`src/rtl/arith_divider_pkg.sv`:
```
// Shared constants, opcodes and FSM state type for the execute-stage divider.
// WORD_SIZE is the machine word width used across the execute stage.
package arith_divider_pkg;

  localparam int WORD_SIZE = 19;

  typedef enum logic [3:0] {
    OP_ADD = 4'd0,
    OP_SUB = 4'd1,
    OP_AND = 4'd2,
    OP_OR  = 4'd3,
    OP_XOR = 4'd4,
    OP_SHL = 4'd5,
    OP_SHR = 4'd6,
    OP_MUL = 4'd7,
    OP_DIV = 4'd8
  } opcode_t;

  typedef enum logic [1:0] {
    IDLE = 2'd0,
    CALC = 2'd1,
    FIX  = 2'd2,
    DONE = 2'd3
  } div_state_t;

endpackage

```
`src/rtl/arith_div_step.sv`:
```
// One restoring-division iteration: shift {rem, q} left by one, then keep the
// trial subtraction only when it does not go negative.
module arith_div_step #(
  parameter int WORD_SIZE = arith_divider_pkg::WORD_SIZE
) (
  input  logic [WORD_SIZE:0]   rem,
  input  logic [WORD_SIZE-1:0] q,
  input  logic [WORD_SIZE-1:0] divisor_mag,
  output logic [WORD_SIZE:0]   rem_next,
  output logic [WORD_SIZE-1:0] q_next
);

  logic [WORD_SIZE+1:0] rem_sh_s;
  logic [WORD_SIZE+1:0] trial_s;
  logic [WORD_SIZE-1:0] q_sh_s;

  assign rem_sh_s = {rem, q[WORD_SIZE-1]};
  assign q_sh_s   = {q[WORD_SIZE-2:0], 1'b0};
  // One guard bit above the shifted remainder keeps the borrow visible.
  assign trial_s  = rem_sh_s - {2'b00, divisor_mag};

  // Restore or commit the trial subtraction.
  always_comb begin
    rem_next = rem_sh_s[WORD_SIZE:0];
    q_next   = q_sh_s;
    if (trial_s[WORD_SIZE+1] == 1'b0) begin
      rem_next = trial_s[WORD_SIZE:0];
      q_next   = {q_sh_s[WORD_SIZE-1:1], 1'b1};
    end else begin
      rem_next = rem_sh_s[WORD_SIZE:0];
      q_next   = q_sh_s;
    end
  end

endmodule

```
`src/rtl/arith_divider.sv`:
```
// Sequential signed/unsigned restoring divider, one quotient bit per cycle,
// with valid/ready handshakes on both the request and the result side.
module arith_divider
  import arith_divider_pkg::*;
#(
  parameter int WORD_SIZE = arith_divider_pkg::WORD_SIZE,
  parameter int CNT_W     = $clog2(WORD_SIZE + 1)
) (
  input  logic                 clk,
  input  logic                 rst_n,
  input  logic                 in_valid,
  output logic                 in_ready,
  input  logic                 signed_mode,
  input  logic [WORD_SIZE-1:0] dividend,
  input  logic [WORD_SIZE-1:0] divisor,
  output logic                 out_valid,
  input  logic                 out_ready,
  output logic [WORD_SIZE-1:0] quotient,
  output logic [WORD_SIZE-1:0] remainder,
  output logic                 div_by_zero,
  output logic                 overflow
);

  localparam logic [WORD_SIZE-1:0] ZERO_W    = {WORD_SIZE{1'b0}};
  localparam logic [WORD_SIZE-1:0] ONES_W    = {WORD_SIZE{1'b1}};
  localparam logic [WORD_SIZE-1:0] ONE_W     = {{(WORD_SIZE-1){1'b0}}, 1'b1};
  localparam logic [WORD_SIZE-1:0] MIN_NEG_W = {1'b1, {(WORD_SIZE-1){1'b0}}};

  function automatic logic [WORD_SIZE-1:0] neg_f(input logic [WORD_SIZE-1:0] x);
    return ~x + ONE_W;
  endfunction

  // The most negative value maps onto itself, which is its correct unsigned magnitude.
  function automatic logic [WORD_SIZE-1:0] mag_f(input logic [WORD_SIZE-1:0] x,
                                                 input logic is_signed);
    if (is_signed && x[WORD_SIZE-1]) begin
      return neg_f(x);
    end else begin
      return x;
    end
  endfunction

  div_state_t           state_r, state_nx_s;
  logic [CNT_W-1:0]     count_r;
  logic [WORD_SIZE:0]   rem_r, rem_next_s;
  logic [WORD_SIZE-1:0] q_r, q_next_s;
  logic [WORD_SIZE-1:0] dvs_mag_r;
  logic                 sign_q_r, sign_r_r, ovf_r;
  logic                 in_ready_r, out_valid_r;
  logic [WORD_SIZE-1:0] quotient_r, remainder_r;
  logic                 div_by_zero_r, overflow_r;
  logic                 load_s, step_s, fix_s, hs_s, dz_s;

  assign dz_s = (divisor == ZERO_W);

  arith_div_step #(.WORD_SIZE(WORD_SIZE)) u_step (
    .rem         (rem_r),
    .q           (q_r),
    .divisor_mag (dvs_mag_r),
    .rem_next    (rem_next_s),
    .q_next      (q_next_s)
  );

  // State register.
  always_ff @(posedge clk or negedge rst_n) begin
    if (!rst_n) begin
      state_r <= IDLE;
    end else begin
      state_r <= state_nx_s;
    end
  end

  // Next-state logic.
  always_comb begin
    state_nx_s = state_r;
    case (state_r)
      IDLE: begin
        if (in_valid && in_ready_r) begin
          state_nx_s = dz_s ? DONE : CALC;
        end else begin
          state_nx_s = IDLE;
        end
      end
      CALC: begin
        if (count_r == CNT_W'(1)) begin
          state_nx_s = FIX;
        end else begin
          state_nx_s = CALC;
        end
      end
      FIX:  state_nx_s = DONE;
      DONE: begin
        if (out_ready) begin
          state_nx_s = IDLE;
        end else begin
          state_nx_s = DONE;
        end
      end
      default: state_nx_s = IDLE;
    endcase
  end

  // Per-state datapath strobes.
  always_comb begin
    load_s = 1'b0;
    step_s = 1'b0;
    fix_s  = 1'b0;
    hs_s   = 1'b0;
    case (state_r)
      IDLE:    load_s = in_valid && in_ready_r;
      CALC:    step_s = 1'b1;
      FIX:     fix_s  = 1'b1;
      DONE:    hs_s   = out_ready;
      default: load_s = 1'b0;
    endcase
  end

  // Handshake flags; in_ready is only raised on an edge that lands in IDLE.
  always_ff @(posedge clk or negedge rst_n) begin
    if (!rst_n) begin
      in_ready_r  <= 1'b0;
      out_valid_r <= 1'b0;
    end else begin
      in_ready_r <= (state_nx_s == IDLE);
      if (fix_s || (load_s && dz_s)) begin
        out_valid_r <= 1'b1;
      end else if (hs_s) begin
        out_valid_r <= 1'b0;
      end else begin
        out_valid_r <= out_valid_r;
      end
    end
  end

  // Operand latches, iteration registers and result registers.
  always_ff @(posedge clk or negedge rst_n) begin
    if (!rst_n) begin
      count_r       <= {CNT_W{1'b0}};
      rem_r         <= {(WORD_SIZE+1){1'b0}};
      q_r           <= ZERO_W;
      dvs_mag_r     <= ZERO_W;
      sign_q_r      <= 1'b0;
      sign_r_r      <= 1'b0;
      ovf_r         <= 1'b0;
      quotient_r    <= ZERO_W;
      remainder_r   <= ZERO_W;
      div_by_zero_r <= 1'b0;
      overflow_r    <= 1'b0;
    end else if (load_s) begin
      sign_q_r  <= signed_mode & (dividend[WORD_SIZE-1] ^ divisor[WORD_SIZE-1]);
      sign_r_r  <= signed_mode & dividend[WORD_SIZE-1];
      ovf_r     <= signed_mode && (dividend == MIN_NEG_W) && (divisor == ONES_W);
      dvs_mag_r <= mag_f(divisor, signed_mode);
      q_r       <= mag_f(dividend, signed_mode);
      rem_r     <= {(WORD_SIZE+1){1'b0}};
      count_r   <= CNT_W'(WORD_SIZE);
      if (dz_s) begin
        quotient_r    <= ONES_W;
        remainder_r   <= dividend;
        div_by_zero_r <= 1'b1;
        overflow_r    <= 1'b0;
      end else begin
        quotient_r    <= quotient_r;
        remainder_r   <= remainder_r;
        div_by_zero_r <= div_by_zero_r;
        overflow_r    <= overflow_r;
      end
    end else if (step_s) begin
      rem_r   <= rem_next_s;
      q_r     <= q_next_s;
      count_r <= count_r - CNT_W'(1);
    end else if (fix_s) begin
      quotient_r    <= sign_q_r ? neg_f(q_r) : q_r;
      remainder_r   <= sign_r_r ? neg_f(rem_r[WORD_SIZE-1:0]) : rem_r[WORD_SIZE-1:0];
      div_by_zero_r <= 1'b0;
      overflow_r    <= ovf_r;
    end else begin
      count_r <= count_r;
    end
  end

  assign in_ready    = in_ready_r;
  assign out_valid   = out_valid_r;
  assign quotient    = quotient_r;
  assign remainder   = remainder_r;
  assign div_by_zero = div_by_zero_r;
  assign overflow    = overflow_r;

endmodule

```
`config.mk`:
```
export PLATFORM = sky130hd
export DESIGN_NAME = arith_divider
export DESIGN_NICKNAME = d
export VERILOG_FILES = /design/src/rtl/arith_divider_pkg.sv /design/src/rtl/arith_div_step.sv /design/src/rtl/arith_divider.sv
export SDC_FILE = /design/constraint.sdc
export NUM_CORES = 1
export LEC_CHECK = 0
export ABC_AREA = 1
export CORE_MARGIN = 8
export CORE_UTILIZATION = 39
export CTS_CLUSTER_SIZE = 20
export DETAILED_ROUTE_END_ITERATION = 6
export DONT_BUFFER_PORTS = 1
export GPL_TIMING_DRIVEN = 0
export PLACE_DENSITY_LB_ADDON = 0.08
export REMOVE_ABC_BUFFERS = 1
export SYNTH_ARGS = -nofsm -noshare
export SYNTH_HDL_FRONTEND = slang
export SYNTH_SLANG_ARGS = --single-unit
```
`constraint.sdc`:
```
create_clock -name clk -period 4.3 [get_ports clk]
set_input_delay 0.43 -clock clk [delete_from_list [all_inputs] [get_ports clk]]
set_output_delay 0.43 -clock clk [all_outputs]
set_load 0.005 [all_outputs]
```
* Yosys cells after proc, flatten, opt, wreduce, memory -nomap -nowiden
Cells that the tools add are included.
** Storage, ports and cells
- Register bits :: 110
- Output and inout port bits :: 42
** Cells by class
- Add/sub/neg operators :: 6
- Eq/ne operators :: 8
- Muxes and demuxes :: 39
- Bitwise logic cells :: 7
- Reduce and logical (&&, ||, !) cells :: 14
** Operator list (number)
- $mux W19 :: 14
- $add A19 B1 Y19 const B :: 4
- $not A19 Y19 :: 4
- $mux W20 :: 3
- $eq A19 B19 Y1 const B :: 2
- $sub A21 B19 Y21 :: 1
- $logic_not A19 Y1 :: 1
- $mux W1 :: 15
- $mux W5 :: 2
- $mux W2 :: 4
- $pmux W2 S4 :: 1
- $logic_and A1 B1 Y1 :: 6
- $reduce_bool A2 Y1 :: 3
- $eq A5 B1 Y1 const B :: 1
- $sub A5 B1 Y5 const B :: 1
- $eq A2 B2 Y1 const B :: 2
- $logic_not A2 Y1 :: 2
- $reduce_and A3 Y1 :: 1
- $and A1 B1 Y1 :: 2
- $eq A2 B1 Y1 const B :: 1
- $ne A2 B1 Y1 const B :: 1
- $ne A2 B2 Y1 const B :: 1
- $logic_or A1 B1 Y1 :: 1
- $xor A1 B1 Y1 :: 1

* Depth between registers and ports, before layout
Gate-level depths: netlist of run 1.
- Word-level depth :: 6
- Gate-level depth with buffers :: 17

* Hierarchy
A second synthesis of run 1 with hierarchy kept.
** Second synthesis, totals
- Cells, all modules :: 1317
- Area, all modules :: 8491.9 µm²
** Modules (own cells, without submodules)
- arith_divider :: times used 1, cells an instance 948, area an instance 6658.9 µm², sequential area each 2752.6 µm²
- arith_div_step :: times used 1, cells an instance 369, area an instance 1833.0 µm², sequential area each 0.0 µm²

* Worst setup path before layout of run 1
Ideal clock, no wire load.
- Kind :: register -> register
- Start :: register q_r[18]
- End :: register rem_r[16]
- Arrival :: 1935 ps
- Setup slack :: 2247 ps
- Stages on the path, launching flop included :: 14
- Buffers on the path :: 1
- Period minus slack after synthesis :: 2053 ps
- Path through :: dfrtp_1 -> inv_1 -> ha_1 -> inv_1 -> fa_1 -> nand3_1 -> nand2_1 -> nand3_1 -> nand4_1 -> nand2_4 -> buf_6 -> nand2_1 -> nand3_1 -> nand2_1
** Between the ends
- Longest elaborated chain between the ends :: 4
** RTL lines
- start: declaration :: RTL line arith_divider.sv:46 : logic [WORD_SIZE-1:0] q_r, q_next_s;
- start signal: assignment :: RTL line arith_divider.sv:154 : q_r <= mag_f(dividend, signed_mode);
- start signal: assignment :: RTL line arith_divider.sv:170 : q_r <= q_next_s;
- $sub A21 B19 Y21 :: RTL line arith_div_step.sv:20 : assign trial_s = rem_sh_s - {2'b00, divisor_mag};
- $mux W20 :: RTL line arith_div_step.sv:26 : if (trial_s[WORD_SIZE+1] == 1'b0) begin
- $mux W20 :: RTL line arith_divider.sv:168 : end else if (step_s) begin
- $mux W20 :: RTL line arith_divider.sv:149 : end else if (load_s) begin
- end signal: assignment :: RTL line arith_divider.sv:139 : rem_r <= {(WORD_SIZE+1){1'b0}};
- end signal: assignment :: RTL line arith_divider.sv:155 : rem_r <= {(WORD_SIZE+1){1'b0}};
- end signal: assignment :: RTL line arith_divider.sv:169 : rem_r <= rem_next_s;
- end: declaration :: RTL line arith_divider.sv:45 : logic [WORD_SIZE:0] rem_r, rem_next_s;
Every way passes these cells. The select of a mux whose other input is x is not followed.
A chain may end at the register's enable or synchronous reset.

* Worst setup path after layout of run 1
- Start :: register state_r[1]
- End :: register remainder_r[13] (netlist: remainder[13])
** Between the ends
- Longest elaborated chain between the ends :: 4
- Elaborated cells on any way between the ends :: 11
- Classes of those cells :: eq/ne: 4; mux: 4; reduce/logical: 3
** RTL lines
- start: declaration :: RTL line arith_divider.sv:43 : div_state_t state_r, state_nx_s;
- start signal: assignment :: RTL line arith_divider.sv:69 : state_r <= state_nx_s;
- $eq A2 B1 Y1 (tied with other cells) :: RTL line arith_divider.sv:109 : case (state_r)
- $mux W1 :: RTL line arith_divider.sv:109
- $ne A2 B2 Y1 (no source line) (tied with other cells)
- $reduce_and A3 Y1 (no source line)
- end signal: assignment :: RTL line arith_divider.sv:159 : remainder_r <= dividend;
- end signal: assignment :: RTL line arith_divider.sv:164 : remainder_r <= remainder_r;
- end signal: assignment :: RTL line arith_divider.sv:174 : remainder_r <= sign_r_r ? neg_f(rem_r[WORD_SIZE-1:0]) : rem_r[WORD_SIZE-1:0];
- end: declaration :: RTL line arith_divider.sv:50 : logic [WORD_SIZE-1:0] quotient_r, remainder_r;
Several ways; a longest one is shown, not always the timed one.

==> results of run 1 <==
[layout make-up]
| cell class | count | area (um2) |
|---|---|---|
| fillers | 2209 | 11640 |
| well taps | 270 | 337.8 |
| inverters | 135 | 506.7 |
| clock inverters | 6 | 61.31 |
| repair buffers | 4 | 97.59 |
| multi-input cells | 880 | 4407 |
| clock buffers | 10 | 239.0 |
| flip-flops and latches | 110 | 2753 |
[kinds of logic after synthesis]
| logic type | Yosys count | synth area share |
|---|---|---|
| DFF | 110 | 0.3498 |
| AOI/OAI and AO/OA | 184 | 0.1337 |
| muxes | 1 | 0.001431 |
| xor gates and xnor gates | 34 | 0.03784 |
| and+or+nand+nor | 634 | 0.3409 |
| buffers and inverters | 175 | 0.09238 |
| adders and majority gates | 27 | 0.04389 |
[path summary, 6_finish.rpt]
path	from	endpoint	slack (ns)
max	state_r[1]$_DFF_PN0_	remainder[13]$_DFFE_PN0P_	0.61
min	rst_n	remainder[0]$_DFFE_PN0P_	-0.03
max reg2reg	state_r[1]$_DFF_PN0_	remainder[13]$_DFFE_PN0P_	0.61
min reg2reg	dvs_mag_r[8]$_DFFE_PN0P_	dvs_mag_r[8]$_DFFE_PN0P_	0.49
max in group asynchronous	rst_n	dvs_mag_r[4]$_DFFE_PN0P_	3.79
min in group clk	dividend[2]	remainder[2]$_DFFE_PN0P_	0.22
[state kept, by name, indices dropped and copies added, names as in the netlist, 2 cells and up]
signal / flops
quotient: 19
rem_r: 20
remainder: 19
state_r: 2
count_r: 5
q_r: 19
dvs_mag_r: 19
[power groups by stage]
| stage | clock (mW) | combinational (mW) | sequential [mW] |
|---|---|---|---|
| global route | 0.932 | 4.99 | 2.18 |
| CTS | 0.902 | 4.31 | 2.11 |
| floorplan | 0 | 3.24 | 1.92 |
| global placement | 0 | 4.20 | 2.12 |
| detailed placement | 0 | 4.27 | 2.13 |
| finish | 0.870 | 4.30 | 2.10 |
[metal layers]
layer / vias to the layer above / GRT usage
li1: 3750 / -
met1: 3396 / 0.2779
met2: 156 / 0.3006
met3: 22 / 0.04068
met4: 0 / 0.05927
met5: - / 0
[worst max-delay path: stages, from the launching register on]
cell and delay [ns]:
dfrtp_1 0.42, nor2_1 0.24, nand3_4 0.28, buf_16 0.31, inv_2 0.71, nand4_2 0.24
nand2_4 0.47, inv_2 0.42, nor2_1 0.16, o21ai_0 0.14, nand2_1 0.11
[cells in the final DEF, fill, tap and decap left out, drive strengths merged, types with 7 or more instances in the layout]
cell / count
xor2: 24
nand3: 97
nand4: 21
a31oi: 18
dfrtp: 110
inv: 138
nand2: 357
nand3b: 7
o31ai: 7
nor3: 13
o21bai: 7
a21oi: 45
xnor2: 10
clkbuf: 10
nor2: 126
ha: 26
or2: 8
o21ai: 82
[repair_timing]
item	4_1_cts	5_1_grt
resized for setup	0	1
setup endpoints to repair	0	12
hold buffers	1	0
endpoints found under the hold margin	110	0
==> impl_metrics.env, run 1 <==
export IMPL_synth_most_common_cell="nand2_1"
export IMPL_avgViaCountPerCell=5.176
export IMPL_violations="negative hold slack"
export IMPL_fmax_mhz=271.0
export IMPL_fin_skew_ns=0.01242
export IMPL_synth_avg_cell_area_um2=6.754
export IMPL_cp_start_kind="flop"
export IMPL_htreeDepth=3
export IMPL_synth_top_cell_area_share=0.3498
export IMPL_core_area_mm2=0.02004
export IMPL_die_area_mm2=0.02498
export IMPL_placed_cell_area_mm2=0.008069
export IMPL_irDropWorstVdd_mv=0.2838
export IMPL_rows=52
export IMPL_grt_pass1_wl_um=38740
export IMPL_gp_congestion=0.8762
export IMPL_start_util=0.3927
export IMPL_die_h_um=158.0
export IMPL_ant_nets=0
export IMPL_pre_cts_slack_ns=0.2383
export IMPL_syn_to_final_growth_pct=6.774
export IMPL_highest_layer="met4"
export IMPL_wire_per_inst_um=16.89
export IMPL_rsz0062_at_grt="no"
export IMPL_netSwitchingPower_mw=3.770
export IMPL_syn_area_mm2=0.007869
export IMPL_powerDensity_mw_per_mm2=864.4
export IMPL_pwr_share_comb=0.592
export IMPL_dp_hpwl_um=17770
export IMPL_critPathKind="flop to flop"
export IMPL_place_inst=1398
export IMPL_num_antenna_cells=0
export IMPL_drc=0
export IMPL_num_io_pins=85
export IMPL_internal_power_mw=3.493
export IMPL_grt_start_max_net_pins=111
export IMPL_finalSetupViolations=0
export IMPL_clk_latency_ns=0.36
export IMPL_synth_seq_area_share=0.3498
export IMPL_yosys_register_bits=110
export IMPL_grt_usage=0.1981
export IMPL_syn_inst=1165
export IMPL_rr_worst_depth=10
export IMPL_met3RoutedLength_um=1582
export IMPL_drive_gt1_frac=0.03930
export IMPL_clkSinkCount=110
export IMPL_cts_setup_buffers=0
export IMPL_cp_required_ns=4.60
export IMPL_cp_end_kind="flop"
export IMPL_pwr_share_seq=0.289
export IMPL_first_iter_violations=458
export IMPL_grt_antenna_before_repair=0
export IMPL_fin_util=0.4193
export IMPL_fin_ws_ns=0.6097
export IMPL_hold_class="primary input to async pin"
export IMPL_final_nets=1210
export IMPL_clockBufferDepth=2
export IMPL_drt_met1_wl_um=11560
export IMPL_slew_headroom=0.3757
export IMPL_ys_top_cells_by_area="dfrtp_1, nand2_1, inv_1, nand3_1, nor2_1"
export IMPL_hold_ws_ns=-0.03378
export IMPL_fin_cells=1415
export IMPL_cts_tree="built"
export IMPL_arrival_ns=3.99
export IMPL_synth_warnings=0
export IMPL_met2_length_um=10360
export IMPL_finalMaxSlewViolations=0
export IMPL_fin_area_mm2=0.008402
export IMPL_wl_um=23890
export IMPL_status="complete, but fails checks"
export IMPL_drt_first_pass_iters=4
export IMPL_power_frac_clock=0.120
export IMPL_final_period_utilization=0.8582
export IMPL_finalHoldViolCount=11
export IMPL_p_total_mw=7.263
export IMPL_port_buffers=0
export IMPL_die_w_um=158.0
export IMPL_overflow=0
export IMPL_yosys_area_top_type="dfrtp_1"
export IMPL_synth_edff_count=0
export IMPL_p_leak_nw=4.146
export IMPL_crit_fanout=78
export IMPL_sw_frac_of_total=0.5191
export IMPL_synth_cell_types=50
export IMPL_synthArstFlopShare=1.000
export IMPL_cts_buffers=9
export IMPL_cts_root_buf="clkbuf_16"
export IMPL_finalCriticalPeriod_ns=3.690
export IMPL_grt_pass1_vias=7096
export IMPL_yosys_top_cells_count="nand2_1, inv_1, nor2_1"
export IMPL_maxCapViolCount=0
export IMPL_num_vias=7324
export IMPL_worst_pin_slew_ns=0.9364
export IMPL_fin_tns_setup_ns=0
export IMPL_clk_pin_slew_worst_paths_ns=0.08
export IMPL_synth_flop_cell="dfrtp_1"
(Power assumes the default switching activity.)
==> inputs of run 2 (changes only) <==
--- a/config.mk
+++ b/config.mk
@@ -7,7 +7,7 @@
 export LEC_CHECK = 0
 export ABC_AREA = 1
 export CORE_MARGIN = 8
-export CORE_UTILIZATION = 39
+export CORE_UTILIZATION = 25
 export CTS_CLUSTER_SIZE = 20
 export DETAILED_ROUTE_END_ITERATION = 6
 export DONT_BUFFER_PORTS = 1
==> impl_metrics.env, run 2 (synthesis results as in run 1) <==
export IMPL_final_period_utilization=0.8270
export IMPL_die_area_mm2=0.03741
export IMPL_cp_depth=7
export IMPL_cp_end_kind="flop"
export IMPL_status="complete, no violations"
export IMPL_gp_congestion=0.8116
export IMPL_drive_gt1_frac=0.03675
export IMPL_rows=65
export IMPL_syn_to_final_growth_pct=8.237
export IMPL_clockBufferDepth=2
export IMPL_grt_pass1_wl_um=44040
export IMPL_slowest_stage="nor2_4"
export IMPL_cp_required_ns=4.53
export IMPL_grt_antenna_before_repair=0
export IMPL_max_stage_delay_ns=0.91
export IMPL_overflow=0
export IMPL_crit_chain="nor2_1, nand3_4, clkinv_2, nor2_4, inv_1, o211ai_1, o21ai_0"
export IMPL_crit_path_end="q_r[1]$_DFFE_PN0P_"
export IMPL_port_buffers=0
export IMPL_reg2reg_slack_ns=0.74
export IMPL_avgViaCountPerCell=4.694
export IMPL_area_sequential_mm2=0.002753
export IMPL_cp_startpoint="state_r[1]$_DFF_PN0_"
export IMPL_finalCriticalPeriod_ns=3.556
export IMPL_finalHoldViolCount=0
export IMPL_grt_start_max_net_pins=111
export IMPL_num_io_pins=85
export IMPL_rsz0062_at_grt="no"
export IMPL_p_leak_nw=4.113
export IMPL_crit_fanout=44
export IMPL_max_flop_register="rem_r"
export IMPL_grt_pass1_vias=7442
export IMPL_hold_ws_ns=0.03364
export IMPL_final_common_cell="nand2_1"
export IMPL_clkSinkCount=110
export IMPL_first_iter_violations=410
export IMPL_fin_skew_ns=0.01547
export IMPL_powerDensity_mw_per_mm2=857.3
export IMPL_r2r_end="q_r[1]$_DFFE_PN0P_"
export IMPL_final_nets=1209
export IMPL_die_h_um=193.4
export IMPL_r2r_start="state_r[1]$_DFF_PN0_"
export IMPL_place_inst=1529
export IMPL_finalSetupViolations=0
export IMPL_multi_input_area_mm2=0.004412
export IMPL_worst_path_buf_inv=2
export IMPL_critPathKind="flop to flop"
export IMPL_worst_pin_slew_ns=0.8230
export IMPL_ant_nets=0
export IMPL_p_total_mw=7.302
export IMPL_grt_usage=0.1473
export IMPL_hold_class="primary input to async pin"
export IMPL_fillCellCount=3520
export IMPL_drt_first_pass_iters=7
export IMPL_maxCapViolCount=0
export IMPL_cp_start_kind="flop"
export IMPL_num_vias=7252
export IMPL_layout_common_cells="nand2_1, inv_1, nor2_1"
export IMPL_cts_root_buf="clkbuf_16"
export IMPL_clk_latency_ns=0.37
export IMPL_wire_per_inst_um=17.59
export IMPL_clk_pin_slew_worst_paths_ns=0.09
export IMPL_wl_um=27180
export IMPL_crit_family="simple AND/OR/NAND/NOR gates"
export IMPL_num_antenna_cells=0
export IMPL_irDropWorstVdd_mv=0.2599
export IMPL_fmax_mhz=281.2
export IMPL_dp_hpwl_um=20540
export IMPL_core_area_mm2=0.03131
export IMPL_start_util=0.2513
export IMPL_rr_worst_depth=7
export IMPL_largest_reg_flops=20
export IMPL_fin_ws_ns=0.7441
export IMPL_die_w_um=193.4
export IMPL_slew_headroom=0.4501
export IMPL_finalMaxSlewViolations=0
export IMPL_pre_cts_slack_ns=0.1397
export IMPL_arrival_ns=3.79
export IMPL_drc=0
export IMPL_fin_cells=1545
export IMPL_cts_buffers=9
export IMPL_cts_tree="built"
export IMPL_htreeDepth=3
-- run 2: changes by cell type in the layout (fill, tap and decap cells not counted) --
cell	previous run	this run
clkinv_2	0	1
buf_16	3	2
clkbuf_8	1	0
inv_6	2	1
nor2_4	1	2
clkbuf_1	0	1
inv_2	2	1
nor2_2	7	6
clkinv_8	1	0
clkinv_4	1	0
clkinvlp_4	1	3
-- run 2: power by group --
group	total (mW)	switching (mW)	internal (mW)
Clock	0.846	0.448	0.399
Combinational	4.33	2.83	1.50
Sequential	2.13	0.581	1.55
Total	7.30	3.86	3.44
-- run 2: layer usage --
metal | global-route usage | vias up | part of all wire
met5 | 0 | - | 0
met4 | 0.03250 | 0 | 0.010
met3 | 0.02898 | 17 | 0.043
met2 | 0.2346 | 127 | 0.44
met1 | 0.2032 | 3359 | 0.51
li1 | - | 3749 | -
-- run 2: metrics by stage --
step | utilization | setup TNS (ns) | area, um2
floorplan | - | 0 | 7649
global placement | 0.2603 | -111.88 | 8152
detailed placement | 0.2623 | 0 | 8212
CTS | 0.2718 | 0 | 8511
global route | 0.2720 | 0 | 8517
finish | 0.2720 | 0 | 8517
-- run 2: timing repair --
item | in CTS | in global routing
endpoints found under the hold margin | 110 | 0
setup buffers | 0 | 0
resized for setup | 0 | 2
endpoints found under the setup margin | 0 | 8
hold buffers | 1 | 0
-- run 2: how the worst min path moves through the flow --
stage                from                  endpoint  slack, ns
floorplan           rst_n    count_r[0]$_DFFE_PN0P_       0.13
global placement    rst_n  remainder[1]$_DFFE_PN0P_       0.15
detailed placement  rst_n  remainder[1]$_DFFE_PN0P_       0.15
CTS                 rst_n     rem_r[19]$_DFFE_PN0P_       0.05
global route        rst_n     rem_r[19]$_DFFE_PN0P_       0.07
finish              rst_n      rem_r[3]$_DFFE_PN0P_       0.03
-- run 2: area by class of cell --
type                    count  area share
multi-input cells         880      0.5180
flip-flops and latches    110      0.3232
inverters                 135     0.05964
well taps                 402     0.05906
clock buffers              10     0.02688
repair buffers              3    0.008227
clock inverters             5    0.004995
==> inputs of run 3 (changes only) <==
==> constraint.sdc (replaced) <==
create_clock -name clk -period 3.7 [get_ports clk]
set_input_delay 0.37 -clock clk [delete_from_list [all_inputs] [get_ports clk]]
set_output_delay 0.37 -clock clk [all_outputs]
set_load 0.005 [all_outputs]
==> impl_metrics.env, run 3 (synthesis results as in run 1) <==
export IMPL_cp_start_kind="flop"
export IMPL_rows=65
export IMPL_internal_power_mw=3.999
export IMPL_wl_um=27200
export IMPL_cts_tree="built"
export IMPL_status="complete, no violations"
export IMPL_final_common_cell="nand2_1"
export IMPL_grt_pass1_wl_um=44070
export IMPL_port_buffers=0
export IMPL_finalHoldViolCount=0
export IMPL_die_h_um=193.4
export IMPL_clk_latency_ns=0.37
export IMPL_sw_frac_of_total=0.5288
export IMPL_max_flop_register="rem_r"
export IMPL_wire_per_inst_um=17.59
export IMPL_cts_setup_buffers=0
export IMPL_overflow=0
export IMPL_start_util=0.2513
export IMPL_dp_hpwl_um=20540
export IMPL_finalMaxSlewViolations=0
export IMPL_irDropWorstVdd_mv=0.3011
export IMPL_finalCriticalPeriod_ns=3.154
export IMPL_drive_gt1_frac=0.03671
export IMPL_num_vias=7293
export IMPL_grt_start_max_net_pins=111
export IMPL_crit_fanout=48
export IMPL_clkSinkCount=110
export IMPL_clk_pin_slew_worst_paths_ns=0.09
export IMPL_gp_congestion=0.8116
export IMPL_powerDensity_mw_per_mm2=994.8
export IMPL_slew_headroom=0.4554
export IMPL_p_total_mw=8.486
export IMPL_cp_required_ns=4.01
export IMPL_die_area_mm2=0.03741
export IMPL_hold_class="primary input to flop"
export IMPL_p_leak_nw=4.116
export IMPL_grt_pass1_vias=7448
export IMPL_fmax_mhz=317.0
export IMPL_final_nets=1210
export IMPL_worst_pin_slew_ns=0.8149
export IMPL_drc=0
export IMPL_clockBufferDepth=2
export IMPL_maxCapViolCount=0
export IMPL_pwr_share_comb=0.593
export IMPL_cts_root_buf="clkbuf_16"
export IMPL_arrival_ns=3.46
export IMPL_grt_antenna_before_repair=0
export IMPL_avgViaCountPerCell=4.717
export IMPL_cts_buffers=9
export IMPL_power_frac_clock=0.116
export IMPL_htreeDepth=3
export IMPL_drt_first_pass_iters=5
export IMPL_rsz0062_at_grt="no"
export IMPL_critPathKind="flop to flop"
export IMPL_fin_skew_ns=0.01590
export IMPL_syn_to_final_growth_pct=8.411
export IMPL_finalSetupViolations=0
export IMPL_layout_common_cells="nand2_1, inv_1, nor2_1"
export IMPL_num_io_pins=85
export IMPL_num_antenna_cells=0
export IMPL_grt_usage=0.1474
export IMPL_ant_nets=0
export IMPL_cp_end_kind="flop"
export IMPL_pwr_share_seq=0.291
export IMPL_fin_util=0.2724
export IMPL_die_w_um=193.4
export IMPL_netSwitchingPower_mw=4.488
export IMPL_core_area_mm2=0.03131
export IMPL_largest_reg_flops=20
export IMPL_final_period_utilization=0.8525
export IMPL_first_iter_violations=398
==> run 3: changes by cell type in the layout (fill, tap and decap cells not counted) <==
cell           delta
dlygate4sd3_1     +1
inv_6             +1
clkinv_2          -1
==> run 3: layout make-up <==
class	count	area (um2)
Clock inverter	5	42.54
Clock buffer	10	229.0
Tap cell	402	503.0
Multi-Input combinational cell	880	4412
Fill cell	3518	22780
Timing Repair Buffer	4	80.08
Sequential cell	110	2753
Inverter	135	511.7
==> run 3: through the flow <==
step | hold slack (ns) | instance area, um2 | setup TNS [ns] | worst slack [ns] | std cells
final | 0.1508 | 8531 | 0 | 0.5457 | 1546
after CTS | 0.1438 | 8528 | 0 | 0.2528 | 1546
after global placement | 0.08814 | 8152 | -164.28 | -2.963 | 1527
after detailed placement | 0.08774 | 8212 | -6.934 | -0.4603 | 1529
after floorplan | 0.07441 | 7649 | 0 | 0.1299 | 1125
after global routing | 0.1488 | 8531 | 0 | 0.1085 | 1546
==> run 3: critical path, stage by stage, from the launching register on <==
cell and delay (ns):
dfrtp_1 0.42, nor2_1 0.24, nand3_4 0.37, inv_6 0.46, nand4_2 0.22, nand2_4 0.45, inv_2 0.44, nor2_1 0.17
o21ai_0 0.17, nand2_1 0.09
==> run 3: power by group through the flow <==
stage / Clock, mW / Combinational [mW] / Sequential [mW]
3_5_place_dp: 0 / 5.05 / 2.52
4_1_cts: 1.03 / 5.12 / 2.50
3_3_place_gp: 0 / 5.04 / 2.52
2_1_floorplan: 0 / 3.76 / 2.23
5_1_grt: 1.06 / 5.88 / 2.58
6_report: 0.981 / 5.03 / 2.47
==> run 3: timing repair <==
item | 4_1_cts | 5_1_grt
gates resized for setup | 2 | 1
hold buffers | 2 | 0
endpoints found under the setup margin | 27 | 1
endpoints found under the hold margin | 110 | 0
==> run 3: worst paths after layout <==
| check | from | endpoint | slack [ns] | cells after the start |
|---|---|---|---|---|
| max in group asynchronous | rst_n | quotient[18]$_DFFE_PN0P_ | 2.61 | 2 |
| min in group asynchronous | rst_n | rem_r[3]$_DFFE_PN0P_ | 0.66 | 2 |
| max reg2reg | state_r[1]$_DFF_PN0_ | remainder[13]$_DFFE_PN0P_ | 0.55 | 9 |
| min reg2reg | dvs_mag_r[3]$_DFFE_PN0P_ | dvs_mag_r[3]$_DFFE_PN0P_ | 0.49 | 2 |
| max | state_r[1]$_DFF_PN0_ | remainder[13]$_DFFE_PN0P_ | 0.55 | 9 |
| min | divisor[18] | dvs_mag_r[18]$_DFFE_PN0P_ | 0.15 | 2 |
==> run 3: metal layers <==
layer	GRT usage	up-vias	routed length (um)
met4	0.03250	0	279
met1	0.2032	3396	13810
met5	0	-	0
met2	0.2346	125	11940
li1	-	3755	-
met3	0.02933	17	1170
